File: src/rtl/common_pkg.sv
// Shared types for the Quinta pipeline front end.
// Holds the IF/ID bundle, fetch FSM states and the canonical NOP.
package common_pkg;

    typedef logic [31:0] instruction_t;

    localparam instruction_t NOP_INSTR = 32'h0000_0013;

    typedef enum logic [1:0] {
        S_REQ,
        S_WAIT,
        S_HOLD
    } fetch_state_t;

    typedef struct packed {
        instruction_t instruction;
        logic [31:0]  pc;
        logic         valid;
    } if_id_t;

    function automatic logic [31:0] word_align(input logic [31:0] addr);
        return {addr[31:2], 2'b00};
    endfunction

endpackage

File: src/rtl/instruction_fetch_stage_if.sv
// Instruction memory port: valid/ready request, valid-only response.
// The fetch stage is the master; the memory is the slave.
interface instruction_fetch_stage_if;

    logic        imem_req_valid;
    logic        imem_req_ready;
    logic [31:0] imem_req_addr;
    logic        imem_rsp_valid;
    logic [31:0] imem_rsp_data;

    modport master (
        output imem_req_valid,
        output imem_req_addr,
        input  imem_req_ready,
        input  imem_rsp_valid,
        input  imem_rsp_data
    );

    modport slave (
        input  imem_req_valid,
        input  imem_req_addr,
        output imem_req_ready,
        output imem_rsp_valid,
        output imem_rsp_data
    );

endinterface

File: src/rtl/instruction_fetch_stage.sv
// Quinta fetch stage: owns the PC, keeps one fetch in flight,
// parks a returned word while decode stalls, flushes on redirect.
module instruction_fetch_stage
    import common_pkg::*;
#(
    parameter logic [31:0]  RESET_PC = 32'h0000_0000,
    parameter instruction_t NOP_WORD = NOP_INSTR
) (
    input  logic                      clk,
    input  logic                      rst,
    input  logic                      stall,
    input  logic                      branch_taken,
    input  logic [31:0]               branch_target,
    instruction_fetch_stage_if.master imem,
    output instruction_t              instruction,
    output logic [31:0]               pc,
    output logic                      instr_valid
);

    fetch_state_t state_q, state_d;
    logic [31:0]  fetch_pc_q;
    logic [31:0]  req_pc_q;
    logic         drop_q, drop_d;
    if_id_t       hold_q;
    if_id_t       out_q;

    logic req_valid;
    logic req_fire;
    logic rsp_live;
    logic deliver_rsp;
    logic park_rsp;
    logic deliver_hold;

    always_ff @(posedge clk) begin
        if (rst) begin
            state_q <= S_REQ;
            drop_q  <= 1'b0;
        end else begin
            state_q <= state_d;
            drop_q  <= drop_d;
        end
    end

    // A redirect while a fetch is in flight leaves the state alone
    // and only arms drop, so the stale word is swallowed on return.
    always_comb begin
        state_d = state_q;
        drop_d  = drop_q;
        unique case (state_q)
            S_REQ: begin
                if (req_fire) begin
                    state_d = S_WAIT;
                    drop_d  = branch_taken;
                end
            end
            S_WAIT: begin
                if (imem.imem_rsp_valid) begin
                    drop_d  = 1'b0;
                    state_d = park_rsp ? S_HOLD : S_REQ;
                end else if (branch_taken) begin
                    drop_d = 1'b1;
                end
            end
            S_HOLD: begin
                if (branch_taken || !stall) begin
                    state_d = S_REQ;
                end
            end
            default: state_d = S_REQ;
        endcase
    end

    always_comb begin
        req_valid    = (state_q == S_REQ) && !rst;
        req_fire     = req_valid && imem.imem_req_ready;
        rsp_live     = (state_q == S_WAIT) && imem.imem_rsp_valid
                       && !drop_q && !branch_taken;
        deliver_rsp  = rsp_live && !stall;
        park_rsp     = rsp_live && stall;
        deliver_hold = (state_q == S_HOLD) && hold_q.valid
                       && !stall && !branch_taken;
    end

    assign imem.imem_req_valid = req_valid;
    assign imem.imem_req_addr  = fetch_pc_q;

    always_ff @(posedge clk) begin
        if (rst) begin
            fetch_pc_q <= RESET_PC;
            req_pc_q   <= RESET_PC;
            hold_q     <= '{instruction: NOP_WORD, pc: RESET_PC, valid: 1'b0};
            out_q      <= '{instruction: NOP_WORD, pc: RESET_PC, valid: 1'b0};
        end else begin
            if (branch_taken) begin
                fetch_pc_q <= word_align(branch_target);
            end else if (req_fire) begin
                fetch_pc_q <= fetch_pc_q + 32'd4;
            end

            if (req_fire) begin
                req_pc_q <= fetch_pc_q;
            end

            if (branch_taken || deliver_hold) begin
                hold_q.valid <= 1'b0;
            end else if (park_rsp) begin
                hold_q <= '{instruction: imem.imem_rsp_data,
                            pc: req_pc_q, valid: 1'b1};
            end

            if (branch_taken) begin
                out_q <= '{instruction: NOP_WORD, pc: out_q.pc, valid: 1'b0};
            end else if (deliver_rsp) begin
                out_q <= '{instruction: imem.imem_rsp_data,
                           pc: req_pc_q, valid: 1'b1};
            end else if (deliver_hold) begin
                out_q <= '{instruction: hold_q.instruction,
                           pc: hold_q.pc, valid: 1'b1};
            end else if (!stall) begin
                out_q <= '{instruction: NOP_WORD, pc: out_q.pc, valid: 1'b0};
            end
        end
    end

    assign instruction = out_q.instruction;
    assign pc          = out_q.pc;
    assign instr_valid = out_q.valid;

endmodule

File: src/flat_wrapper.sv
// flat-port wrapper written by rule: the top's interface ports become plain ports
module instruction_fetch_stage_flat import common_pkg::*;
#(
    parameter logic [31:0]  RESET_PC = 32'h0000_0000,
    parameter instruction_t NOP_WORD = NOP_INSTR
)
  (clk, rst, stall, branch_taken, branch_target, instruction, pc, instr_valid, imem_imem_req_valid, imem_imem_req_addr, imem_imem_req_ready, imem_imem_rsp_valid, imem_imem_rsp_data);
  instruction_fetch_stage_if imem_i ();
  input  logic clk;
  input  logic rst;
  input  logic stall;
  input  logic branch_taken;
  input  logic [31:0] branch_target;
  output instruction_t instruction;
  output logic [31:0] pc;
  output logic instr_valid;
  output wire logic [$bits(imem_i.imem_req_valid)-1:0] imem_imem_req_valid;
  output wire logic [$bits(imem_i.imem_req_addr)-1:0] imem_imem_req_addr;
  input wire logic [$bits(imem_i.imem_req_ready)-1:0] imem_imem_req_ready;
  input wire logic [$bits(imem_i.imem_rsp_valid)-1:0] imem_imem_rsp_valid;
  input wire logic [$bits(imem_i.imem_rsp_data)-1:0] imem_imem_rsp_data;
  assign imem_imem_req_valid = imem_i.imem_req_valid;
  assign imem_imem_req_addr = imem_i.imem_req_addr;
  assign imem_i.imem_req_ready = imem_imem_req_ready;
  assign imem_i.imem_rsp_valid = imem_imem_rsp_valid;
  assign imem_i.imem_rsp_data = imem_imem_rsp_data;
  instruction_fetch_stage #(.RESET_PC(RESET_PC), .NOP_WORD(NOP_WORD)) u_core (.clk(clk), .rst(rst), .stall(stall), .branch_taken(branch_taken), .branch_target(branch_target), .imem(imem_i), .instruction(instruction), .pc(pc), .instr_valid(instr_valid));
endmodule
File: config.mk
export PLATFORM = sky130hd
export DESIGN_NAME = instruction_fetch_stage_flat
export DESIGN_NICKNAME = d
export VERILOG_FILES = /design/src/rtl/common_pkg.sv /design/src/rtl/instruction_fetch_stage_if.sv /design/src/rtl/instruction_fetch_stage.sv /design/src/flat_wrapper.sv
export SDC_FILE = /design/constraint.sdc
export NUM_CORES = 1
export LEC_CHECK = 0
export BUFFER_PORTS_ARGS = -buffer_cell sky130_fd_sc_hd__buf_2
export CAP_MARGIN = 20
export CORE_MARGIN = 2
export CORE_UTILIZATION = 30
export DETAILED_ROUTE_END_ITERATION = 8
export PLACE_DENSITY = 0.53
export SYNTH_ARGS = -nofsm -noshare
export SYNTH_HDL_FRONTEND = slang
export SYNTH_SLANG_ARGS = --single-unit
File: constraint.sdc
create_clock -name clk -period 2.2 [get_ports clk]
set_clock_uncertainty 0.05 [all_clocks]
set_input_delay 0.33 -clock clk [delete_from_list [all_inputs] [get_ports clk]]
set_output_delay 0.33 -clock clk [all_outputs]
set_load 0.005 [all_outputs]
Word level (Yosys, flattened, before mapping)
Cells that the tools add are included.
- register bits after elaboration: 197
- latch bits: 0
- memory bits (writable): 0
- ROM bits: 0
- output and inout bits: 98
- word-level logic and storage cells: 61
- memories: 0
- $add $sub $neg: 1
- $mul: 0
- divide/modulo/power cells: 0
- order comparisons: 0
- equality and inequality tests: 7
- shift operators: 0
- muxes and demuxes: 14
- bitwise gates (word level): 2
- reductions and logical operators: 26
- operator list (operator ; number):
    two-way mux 65 bit ; 3
    two-way mux 32 bit ; 2
    adder 32 x 3 -> 32 bit (second input constant) ; 1
    logical AND 1 bit ; 10
    two-way mux 2 bit ; 4
    case mux 2 bit (3 select lines) ; 1
    AND reduction 3 bit ; 2
    nonzero test 2 bit ; 3
    zero test 1 bit ; 4
    != test 2 x 1 -> 1 bit (second input constant) ; 2
    AND reduction 2 bit ; 2
    OR reduction 2 bit ; 2
    two-way mux 1 bit ; 3
    != test 3 x 1 -> 1 bit (second input constant) ; 1
    != test 3 bit (second input constant) ; 1
    == test 2 x 1 -> 1 bit (second input constant) ; 1
    == test 2 bit (second input constant) ; 1
    zero test 2 bit ; 1
    logical OR 1 bit ; 2
    != test 2 bit (second input constant) ; 1
    NOT 1 bit ; 2
    case mux 1 bit (2 select lines) ; 1

Longest topological paths before layout
Gate-level depths: netlist of the first run.
- depth after elaboration: 8
- gate-level depth with buffers: 7

Worst setup path before layout of the first run
Ideal clock, no wire load.
- kind: input -> register
- start: input port stall
- end: register u_core.out_q, in the netlist u_core.pc[10]
- setup time: 0.119 ns
- data arrival time: 1.946 ns
- required time: 2.031 ns
- setup slack: 0.085 ns
- stages: 7
- path buffers: 3
- cell sequence: buf_2 > or3b_2 > or3b_1 > clkbuf_1 > clkbuf_1 > o21a_1 > o221a_2
- word-level cells in the longest chain between the ends: 5
- RTL lines (what ; RTL line ; RTL):
    start: declaration ; flat_wrapper.sv:11 ; input logic stall;
    zero test 1 bit * ; instruction_fetch_stage.sv:78, instruction_fetch_stage.sv:81 ;
    logical AND 1 bit (2 in a row) ; instruction_fetch_stage.sv:81 ; && !stall && !branch_taken;
    two-way mux 65 bit / nonzero test 2 bit (equally long branches) ; n/a ;
    two-way mux 65 bit / AND reduction 2 bit (equally long branches) ; n/a ;
    end signal: assignment ; instruction_fetch_stage.sv:112 ; out_q <= '{instruction: NOP_WORD, pc: out_q.pc, valid: 1'b0};
    end signal: assignment ; instruction_fetch_stage.sv:114 ; out_q <= '{instruction: imem.imem_rsp_data,
    end signal: assignment ; instruction_fetch_stage.sv:117 ; out_q <= '{instruction: hold_q.instruction,
    end: declaration ; instruction_fetch_stage.sv:25 ; if_id_t out_q;
Every way passes the cells marked *; elsewhere a longest branch is shown, timed or not.
A chain may end at the register's enable or synchronous reset.

Worst setup path after layout of the first run
- start: register u_core.state_q[0]
- end: register u_core.fetch_pc_q[20] (netlist: u_core.imem.imem_req_addr[20])
- word-level cells in the longest chain between the ends: 4
- RTL lines (what ; RTL line ; RTL):
    start: declaration ; instruction_fetch_stage.sv:20 ; fetch_state_t state_q, state_d;
    start signal: assignment ; instruction_fetch_stage.sv:39 ; state_q <= state_d;
    zero test 2 bit ; instruction_fetch_stage.sv:74 ; req_valid = (state_q == S_REQ) && !rst;
    logical AND 1 bit ; instruction_fetch_stage.sv:74 ;
    logical AND 1 bit ; instruction_fetch_stage.sv:75 ; req_fire = req_valid && imem.imem_req_ready;
    nonzero test 2 bit (no source line) ; n/a ;
    end signal: assignment ; instruction_fetch_stage.sv:95 ; fetch_pc_q <= word_align(branch_target);
    end signal: assignment ; instruction_fetch_stage.sv:97 ; fetch_pc_q <= fetch_pc_q + 32'd4;
    end: declaration ; instruction_fetch_stage.sv:21 ; logic [31:0] fetch_pc_q;
Every way passes these cells.

==> results of run 1 <==
[cell families after synthesis]
group | count (synthesis) | share of synthesized area (%)
AOI/OAI and AO/OA | 225 | 20.3
xor gates and xnor gates | 9 | 1.01
adders and majority gates | 1 | 0.160
buffers and inverters | 94 | 4.87
DFF | 189 | 48.3
muxes | 1 | 0.128
other | 1 | 0.0478
and+or+nand+nor | 440 | 25.2
[worst max-delay path by stage]
stage	startpoint	end	slack (ps)	depth (start not counted)
6_report	u_core.state_q[0]	u_core.imem.imem_req_addr[20]	100	4
5_1_grt	u_core.imem.imem_req_addr[3]	u_core.imem.imem_req_addr[16]	20	5
4_1_cts	u_core.state_q[0]	u_core.imem.imem_req_addr[30]	80	4
3_5_place_dp	rst	u_core.imem.imem_req_addr[30]	20	5
3_3_place_gp	rst	u_core.imem.imem_req_addr[20]	30	5
2_1_floorplan	stall	u_core.pc[10]	90	7
[layout make-up]
cell class | instances | area (um2) | area share [%]
multi-input cells | 680 | 3720 | 37.1
repair buffers | 233 | 1460 | 14.6
well taps | 335 | 419 | 4.19
inverters | 10 | 37.5 | 0.375
clock inverters | 15 | 165 | 1.65
clock buffers | 17 | 425 | 4.25
flip-flops and latches | 189 | 3780 | 37.8
[critical path, cell delays in order (launching register included)]
cell and delay, ps:
dfxtp_1 340, or4b_4 560, or3_4 430, or4_1 400
a311oi_1 240
[report_power, final]
group / switching [mW] / internal [mW] / total, mW
clock: 1.51 / 1.63 / 3.13
sequential: 0.0746 / 3.52 / 3.60
combinational: 0.421 / 0.302 / 0.723
total: 2.00 / 5.45 / 7.45
[cells in the mapped netlist, types with 3 or more instances]
library cell | n | area [um2]
a2111oi_0 | 3 | 26.3
o211ai_1 | 3 | 22.5
or4_1 | 11 | 82.6
xor2_1 | 4 | 35.0
o221a_2 | 16 | 180
and3_1 | 7 | 43.8
inv_1 | 9 | 33.8
a221oi_1 | 30 | 263
xnor2_1 | 5 | 43.8
nand2_1 | 237 | 890
nand3_1 | 18 | 90.1
nor2_1 | 73 | 274
clkbuf_1 | 71 | 267
buf_1 | 3 | 11.3
or3_1 | 6 | 37.5
dfxtp_1 | 189 | 3780
buf_4 | 4 | 30.0
o31ai_1 | 8 | 60.1
a211oi_1 | 11 | 82.6
nor4_1 | 8 | 50.1
o21a_1 | 15 | 113
a311oi_1 | 27 | 236
o21ai_0 | 4 | 20.0
a21oi_1 | 93 | 465
o221ai_1 | 3 | 26.3
nand4_1 | 15 | 93.8
buf_2 | 4 | 20.0
and4_1 | 7 | 61.3
nor3_1 | 42 | 210
[per-layer routing]
layer	up-vias	wire (um)	share of wire (%)	global-route usage, %
met4	0	344	1.4	4.35
met5	-	0	0	0
met3	22	1160	4.6	3.30
met1	3585	11700	46	24.3
li1	3753	-	-	-
met2	212	11900	48	29.3
[stage by stage]
step / hold slack, ps / util, % / total power, mW / setup slack (ps)
final: 82.4 / 38.7 / 7.45 / 102
after global routing: 80.6 / 38.7 / 7.73 / 15.1
after CTS: 69.9 / 38.7 / 7.53 / 80.6
after detailed placement: 397 / 36.4 / 4.41 / 21.0
after global placement: 391 / 36.4 / 4.40 / 30.0
after floorplan: 386 / - / 4.03 / 85.2
[repair_timing]
| action | CTS | global route |
|---|---|---|
| gates resized for setup | 0 | 2 |
| endpoints found under the setup margin | 0 | 2 |
| buffers inserted | 0 | 0 |
| hold endpoints to repair | 0 | 0 |
[sequential cells by signal (all words and copies together), names as in the netlist]
| signal | count |
|---|---|
| u_core.hold_q | 63 |
| u_core.instruction | 32 |
| u_core.imem.imem_req_addr | 30 |
| u_core.pc | 30 |
| u_core.req_pc_q | 30 |
| u_core.state_q | 2 |
| u_core.drop_q | 1 |
| u_core.instr_valid | 1 |
==> summary.md, run 1 <==
| Metric | Value |
|---|---|
| Status | complete, no violations |
| Min-Delay Path Class | in2reg |
| Post-synthesis sequential area ratio | 48.3% |
| Gr ovfl total | 0 |
| Clk slew on worst S/H paths | 70 ps |
| CP Data Required Time | 2490 ps |
| Post-Layout Cell Count | 1,479 |
| Worst r2r src | u_core.state_q[0] |
| Slew headroom | 58.0% |
| Post-synth ARST share | 0% |
| CTS Hold Bufs | 0 |
| Core Region | 25,800 um2 |
| Area Overhead vs Synth | 27.7% |
| Detailed-route wire length | 25,100 um |
| Final setup TNS | 0 ps |
| H-Tree Level Count | 4 |
| DP Area | 9410 um2 |
| Wire per inst | 17.0 um |
| Min-delay src | imem_imem_rsp_data[4] |
| Number of global-route vias before repair | 7,112 |
| Final HPWL from detailed placement | 17,400 um |
| LEAKAGE | 3.92 nW |
| Clock Latency Late Sink | 430 ps |
| DR vias | 7,572 |
| Worst Reg2Reg Path Length in Cells | 4 |
| Num CTS Buffers | 17 |
| FF-to-FF End | u_core.imem.imem_req_addr[20] |
| RSZ-0062 raised after global routing | no |
| Yosys reg bits | 189 |
| CTS tree | yes |
| Most frequent cells in the layout | 237 x nand2_1, 189 x dfxtp_1, 160 x buf_2 |
| Period Utilization, post-route | 95.4% |
| Synth Flop Type | dfxtp_1 |
| Port bufs | 161 |
| Final min period | 2100 ps |
| Share of cells above drive strength 1 | 25.9% |
| Register-to-register setup slack | 100 ps |
| N_diodes | 0 |
| Die Area | 27,400 um2 |
| Ys Warns | 0 |
| Antenna-violating nets left | 0 |
| Initial core utilization | 30.3% |
| Nets@finish | 1,202 |
| Max FO, Critical Path | 5 |
| Initial antenna violation count | 0 |
| Hold Path Sink | u_core.hold_q[37] |
| Largest net degree at the start of global routing | 59 |
| Critical path launch point type | register |
| Longest Clk Path Bufs | 2 |
| Highest Clock Rate | 0.477 GHz |
| Endpoints failing setup | 0 |
| Critical path endpoint category | register |
| Placed insts | 1,447 |
| Worst-Margin Slew | 630 ps |
| Final Hold Violating Endpoints | 0 |
| Worst vdd ir | 0.516 mV |
| Num rows | 59 |
| Vias per std cell | 5.12 |
| Arr. time, crit path | 2390 ps |
| Hold path depth | 3 |
| Die H | 166 um |
| First-pass GRT wire length | 39,600 um |
| Mapped cell area | 7840 um2 |
| Post-synth EDFFs | 0 |
| Power per cell area | 745 nW/um2 |
| Avg Inst Size Synth | 8.16 um2 |
| Fillers | 2,713 |
| Clk sinks | 189 |
| GPL Wtd Cong | 0.871 |
| Max-cap violations | 0 |
| Synth unique cells | 56 |
| DRT iter0 DRCs | 572 |
| Drt drc | 0 |
| Die X | 166 um |
| CTS Root Cell | clkbuf_16 |
| GRT Util Overall | 17.8% |
| Fin. max-slew vios | 0 |
| Gate Count Post-Synth | 960 |
| Crit Path Category | reg2reg |
| Post-route cell area | 10,000 um2 |
| Commonest non-fill, non-tap cell in the layout | nand2_1 |
| DR pass1 iterations | 5 |
| IO Pins | 168 |
(Power assumes the default switching activity.)
==> inputs of run 2 (changes only) <==
Settings changed: GPL_ROUTABILITY_DRIVEN from default to 0, PLACE_DENSITY 0.53 to 0.59, SLEW_MARGIN from default to 30.
==> summary.md, run 2 (synthesized netlist as in run 1, its figures left out) <==
| Metric | Value |
|---|---|
| Status | complete, no violations (unchanged) |
| CP Buf/Inv Count | 0 (unchanged) |
| Slowest Stage Delay on Critical Path | 550 ps (was 560 ps) |
| Final min period | 2130 ps (was 2100 ps) |
| Max-cap violations | 0 (unchanged) |
| Share of cells above drive strength 1 | 25.7% (was 25.9%) |
| Clk slew on worst S/H paths | 80 ps (was 70 ps) |
| CP top delay family | simple AND/OR/NAND/NOR gates (unchanged) |
| Period Utilization, post-route | 96.6% (was 95.4%) |
| Post-CTS Setup Inserts | 0 (unchanged) |
| Worst-Margin Slew | 649 ps (was 630 ps) |
| Clock Latency Late Sink | 430 ps (about the same) |
| Die Area | 27,400 um2 (unchanged) |
| Min Hold Slack | 93.2 ps (was 82.4 ps) |
| N_diodes | 0 (unchanged) |
| Final Hold Violating Endpoints | 0 (unchanged) |
| Biggest register | u_core.hold_q (unchanged) |
| Highest Clock Rate | 0.470 GHz (was 0.477 GHz) |
| Slew headroom | 56.7% (was 58.0%) |
| IO Pins | 168 (unchanged) |
| Crit Path Category | reg2reg (unchanged) |
| Gr ovfl total | 0 (unchanged) |
| Endpoints failing setup | 0 (unchanged) |
| RSZ-0062 raised after global routing | no (unchanged) |
| CTS Root Cell | clkbuf_16 (unchanged) |
| CTS Hold Bufs | 0 (unchanged) |
| Die H | 166 um (unchanged) |
| Port bufs | 161 (unchanged) |
| Final setup TNS | 0 ps (unchanged) |
| Fin. max-slew vios | 0 (unchanged) |
| Power per cell area | 746 nW/um2 (was 745 nW/um2) |
| DR pass1 iterations | 5 (unchanged) |
| Number of global-route vias before repair | 7,133 (was 7,112) |
| Critical path endpoint category | register (unchanged) |
| Largest net degree at the start of global routing | 138 (was 59) |
| Final core utilization | 38.7% (about the same) |
| CTS tree | yes (unchanged) |
| Area Overhead vs Synth | 27.4% (was 27.7%) |
| Initial core utilization | 30.3% (unchanged) |
| CP Data Required Time | 2490 ps (about the same) |
| Most frequent cells in the layout | 237 x nand2_1, 189 x dfxtp_1, 160 x buf_2 (unchanged) |
| Clk sinks | 189 (unchanged) |
| First-pass GRT wire length | 39,400 um (was 39,600 um) |
| H-Tree Level Count | 4 (unchanged) |
| Worst vdd ir | 0.427 mV (was 0.516 mV) |
| Min-Delay Path Class | in2reg (unchanged) |
| Antenna-violating nets left | 0 (unchanged) |
| Max FO, Critical Path | 6 (was 5) |
| Vias per std cell | 5.16 (was 5.12) |
| Register area | 3780 um2 (unchanged) |
| Core Region | 25,800 um2 (unchanged) |
| Detailed-route wire length | 25,000 um (was 25,100 um) |
| GRT Util Overall | 17.8% (about the same) |
| Initial antenna violation count | 0 (unchanged) |
| DR vias | 7,633 (was 7,572) |
| Critical path launch point type | register (unchanged) |
| CP Cell Sequence | or4b_4, or3_4, or4_1, a311oi_1 (unchanged) |
| Die X | 166 um (unchanged) |
| Area of the multi-input gates | 3710 um2 (was 3720 um2) |
| Post-CTS sizing | 0 (unchanged) |
| Num CTS Buffers | 17 (unchanged) |
| CP max stage cell | or4b_4 (unchanged) |
| Num rows | 59 (unchanged) |
| DRT iter0 DRCs | 577 (was 572) |
| Drt drc | 0 (unchanged) |
| Number of flip-flops in the largest register | 63 (unchanged) |
| Nets@finish | 1,202 (unchanged) |
| LEAKAGE | 3.90 nW (was 3.92 nW) |
| Arr. time, crit path | 2410 ps (was 2390 ps) |
| Wire per inst | 16.9 um (was 17.0 um) |
| Fillers | 2,722 (was 2,713) |
| Commonest non-fill, non-tap cell in the layout | nand2_1 (unchanged) |
| Longest Clk Path Bufs | 2 (unchanged) |
| Final HPWL from detailed placement | 17,000 um (was 17,400 um) |
==> run 2: cell count changes in the layout (fill, tap and decap cells not counted), moves of 2 or more <==
cell	previous run	this run
buf_4	64	67
inv_6	4	1
clkinv_2	2	0
buf_12	9	6
clkinv_8	1	6
clkinvlp_4	0	2
==> run 2: metrics by stage <==
step           setup slack (ps)  std cells  cell area, um2  power [mW]
3_3_place_gp               30.5       1447            9370        4.39
5_1_grt                    2.06       1479            9990        7.76
3_5_place_dp               2.85       1447            9370        4.40
2_1_floorplan              85.2        963            7850        4.03
4_1_cts                    64.1       1479            9990        7.53
6_report                   74.4       1479            9990        7.45
==> run 2: worst register-to-register path, cell delays in order (launching register included) <==
cell	delay, ps
dfxtp_1	350
or4b_4	550
or3_4	430
or4_1	410
a311oi_1	250
==> run 2: report_power, final <==
group          internal, mW  leakage (nW)  switching [mW]
Clock                  1.56         0.291            1.58
Combinational         0.296          2.07           0.423
Sequential             3.52          1.54          0.0736
Total                  5.38          3.90            2.07
==> run 2: routing by layer <==
metal / routed length, um / share of wire, % / global-route usage (%)
met1: 11100 / 44 / 23.6
met2: 11900 / 48 / 29.3
met3: 1480 / 5.9 / 3.46
met4: 473 / 1.9 / 5.63
met5: 0 / 0 / 0
==> run 2: worst paths after layout <==
| kind | from | to | slack (ps) | depth (start not counted) |
|---|---|---|---|---|
| min reg2reg | u_core.hold_q[47] | u_core.hold_q[47] | 400 | 2 |
| max reg2reg | u_core.state_q[0] | u_core.imem.imem_req_addr[30] | 70 | 4 |
| min | imem_imem_rsp_data[0] | u_core.hold_q[33] | 90 | 3 |
| max | u_core.state_q[0] | u_core.imem.imem_req_addr[30] | 70 | 4 |
==> run 2: area by class of cell <==
| cell class | count | share of cell area [%] |
|---|---|---|
| Clock inverter | 15 | 1.92 |
| Tap cell | 335 | 4.20 |
| Clock buffer | 17 | 4.26 |
| Inverter | 10 | 0.376 |
| Timing Repair Buffer | 233 | 14.3 |
| Sequential cell | 189 | 37.9 |
| Multi-Input combinational cell | 680 | 37.1 |
==> inputs of run 3 (changes only) <==
Settings changed: CORE_MARGIN 2 to default.
==> summary.md, run 3 (synthesized netlist as in run 1, its figures left out) <==
| Metric | Value |
|---|---|
| Status | complete, no violations (unchanged) |
| RSZ-0062 raised after global routing | no (unchanged) |
| Clk pwr share | 42.6% (was 42.1%) |
| Switching share of power | 26.3% (was 27.8%) |
| IO Pins | 168 (unchanged) |
| Max-cap violations | 0 (unchanged) |
| Wire per inst | 16.8 um (was 16.9 um) |
| Commonest non-fill, non-tap cell in the layout | nand2_1 (unchanged) |
| P_sw | 1.98 mW (was 2.07 mW) |
| Final setup TNS | 0 ps (unchanged) |
| DR pass1 iterations | 6 (was 5) |
| Number of flip-flops in the largest register | 63 (unchanged) |
| Final min period | 2120 ps (was 2130 ps) |
| Final WS setup | 79.9 ps (was 74.4 ps) |
| Arr. time, crit path | 2420 ps (was 2410 ps) |
| H-Tree Level Count | 4 (unchanged) |
| Worst vdd ir | 0.409 mV (was 0.427 mV) |
| Number of global-route vias before repair | 6,904 (was 7,133) |
| Die X | 164 um (was 166 um) |
| Initial core utilization | 30.9% (was 30.3%) |
| Worst-Margin Slew | 731 ps (was 649 ps) |
| Worst r2r src | u_core.state_q[1] (was u_core.state_q[0]) |
| LEAKAGE | 3.90 nW (about the same) |
| Vias per std cell | 5.19 (was 5.16) |
| Die Area | 26,800 um2 (was 27,400 um2) |
| Combinational power share | 9.7% (about the same) |
| Biggest register | u_core.hold_q (unchanged) |
| Most frequent cells in the layout | 237 x nand2_1, 188 x dfxtp_1, 160 x buf_2 (was 237 x nand2_1, 189 x dfxtp_1, 160 x buf_2) |
| Num rows | 58 (was 59) |
| Placed insts | 1,442 (was 1,447) |
| Gr ovfl total | 0 (unchanged) |
| Register area | 3780 um2 (about the same) |
| Largest net degree at the start of global routing | 68 (was 138) |
| Area of the multi-input gates | 3720 um2 (was 3710 um2) |
| Crit path from | u_core.state_q[1] (was u_core.state_q[0]) |
| Share of cells above drive strength 1 | 25.9% (was 25.7%) |
| Num CTS Buffers | 17 (unchanged) |
| Clk sinks | 189 (unchanged) |
| Longest Clk Path Bufs | 2 (unchanged) |
| Die H | 164 um (was 166 um) |
| Clock Latency Late Sink | 440 ps (was 430 ps) |
| Critical path endpoint category | register (unchanged) |
| Fin. max-slew vios | 0 (unchanged) |
| Drt drc | 0 (unchanged) |
| Final HPWL from detailed placement | 16,600 um (was 17,000 um) |
| Crit Path Category | reg2reg (unchanged) |
| CTS tree | yes (unchanged) |
| Final core utilization | 39.4% (was 38.7%) |
| First-pass GRT wire length | 38,100 um (was 39,400 um) |
| Port bufs | 161 (unchanged) |
| DR vias | 7,645 (was 7,633) |
| Max FO, Critical Path | 5 (was 6) |
| Nets@finish | 1,202 (unchanged) |
| CP Data Required Time | 2500 ps (was 2490 ps) |
| Highest Clock Rate | 0.472 GHz (was 0.470 GHz) |
| Area Overhead vs Synth | 27.8% (was 27.4%) |
| Period Utilization, post-route | 96.4% (was 96.6%) |
| Detailed-route wire length | 24,700 um (was 25,000 um) |
| GRT Util Overall | 18.3% (was 17.8%) |
| Endpoints failing setup | 0 (unchanged) |
| Initial antenna violation count | 0 (unchanged) |
| Slew headroom | 51.3% (was 56.7%) |
| Final Hold Violating Endpoints | 0 (unchanged) |
| Antenna-violating nets left | 0 (unchanged) |
| Critical path launch point type | register (unchanged) |
| DRT iter0 DRCs | 611 (was 577) |
| Power per cell area | 753 nW/um2 (was 746 nW/um2) |
| Post-Layout Cell Count | 1,474 (was 1,479) |
| Min-delay src | imem_imem_rsp_data[1] (was imem_imem_rsp_data[0]) |
| Core Region | 25,400 um2 (was 25,800 um2) |
| Sequential Power Share | 47.7% (was 48.3%) |
| Int Pwr | 5.55 mW (was 5.38 mW) |
| CTS Root Cell | clkbuf_16 (unchanged) |
| Pre-CTS WS | 22.8 ps (was 2.85 ps) |
| Min-Delay Path Class | in2reg (unchanged) |
| Fillers | 2,629 (was 2,722) |
| Clk slew on worst S/H paths | 80 ps (about the same) |
| N_diodes | 0 (unchanged) |
-- run 3: final timing paths --
path / cells after the start / slack [ps] / end
worst max-delay path: 4 / 80 / u_core.imem.imem_req_addr[30]
worst min-delay path: 3 / 70 / u_core.hold_q[34]
worst max register to register: 4 / 80 / u_core.imem.imem_req_addr[30]
worst min register to register: 2 / 400 / u_core.hold_q[46]
-- run 3: repair_timing --
item / in CTS / in global routing
setup buffers: 0 / 0
endpoints found under the setup margin: 0 / 4
hold buffers: 0 / 0
gates resized for setup: 0 / 4
-- run 3: cell type report --
type                    count  share of cell area [%]
repair buffers            233                    14.5
flip-flops and latches    189                    37.8
clock buffers              18                    4.29
inverters                  10                   0.375
well taps                 330                    4.12
multi-input cells         680                    37.1
clock inverters            14                    1.80
-- run 3: routing by layer --
layer  share of wire, %  up-vias  GRT usage (%)
li1                   -     3752              -
met1                 46     3597           24.5
met2                 46      262           29.4
met3                5.9       34           3.58
met4                1.4        0           5.56
met5                  0        -              0
-- run 3: critical path, cell delays in order, from the launching register on --
cell and delay [ps]:
dfxtp_1 340, or4b_4 570, or3_4 420, or4_1 410, a311oi_1 260
-- run 3: through the flow --
stage | total power [mW] | instance area [um2] | hold slack [ps]
detailed placement | 4.40 | 9390 | 396
CTS | 7.59 | 10000 | 60.6
global placement | 4.40 | 9390 | 391
floorplan | 4.03 | 7850 | 386
finish | 7.54 | 10000 | 70.9
global route | 7.80 | 10000 | 85.3
-- run 3: power by group through the flow --
stage	Clock (mW)	Sequential [mW]	Combinational, mW
2_1_floorplan	0	3.69	0.346
3_3_place_gp	0	3.67	0.722
3_5_place_dp	0	3.68	0.726
4_1_cts	3.27	3.60	0.729
5_1_grt	3.39	3.61	0.798
6_report	3.21	3.60	0.729
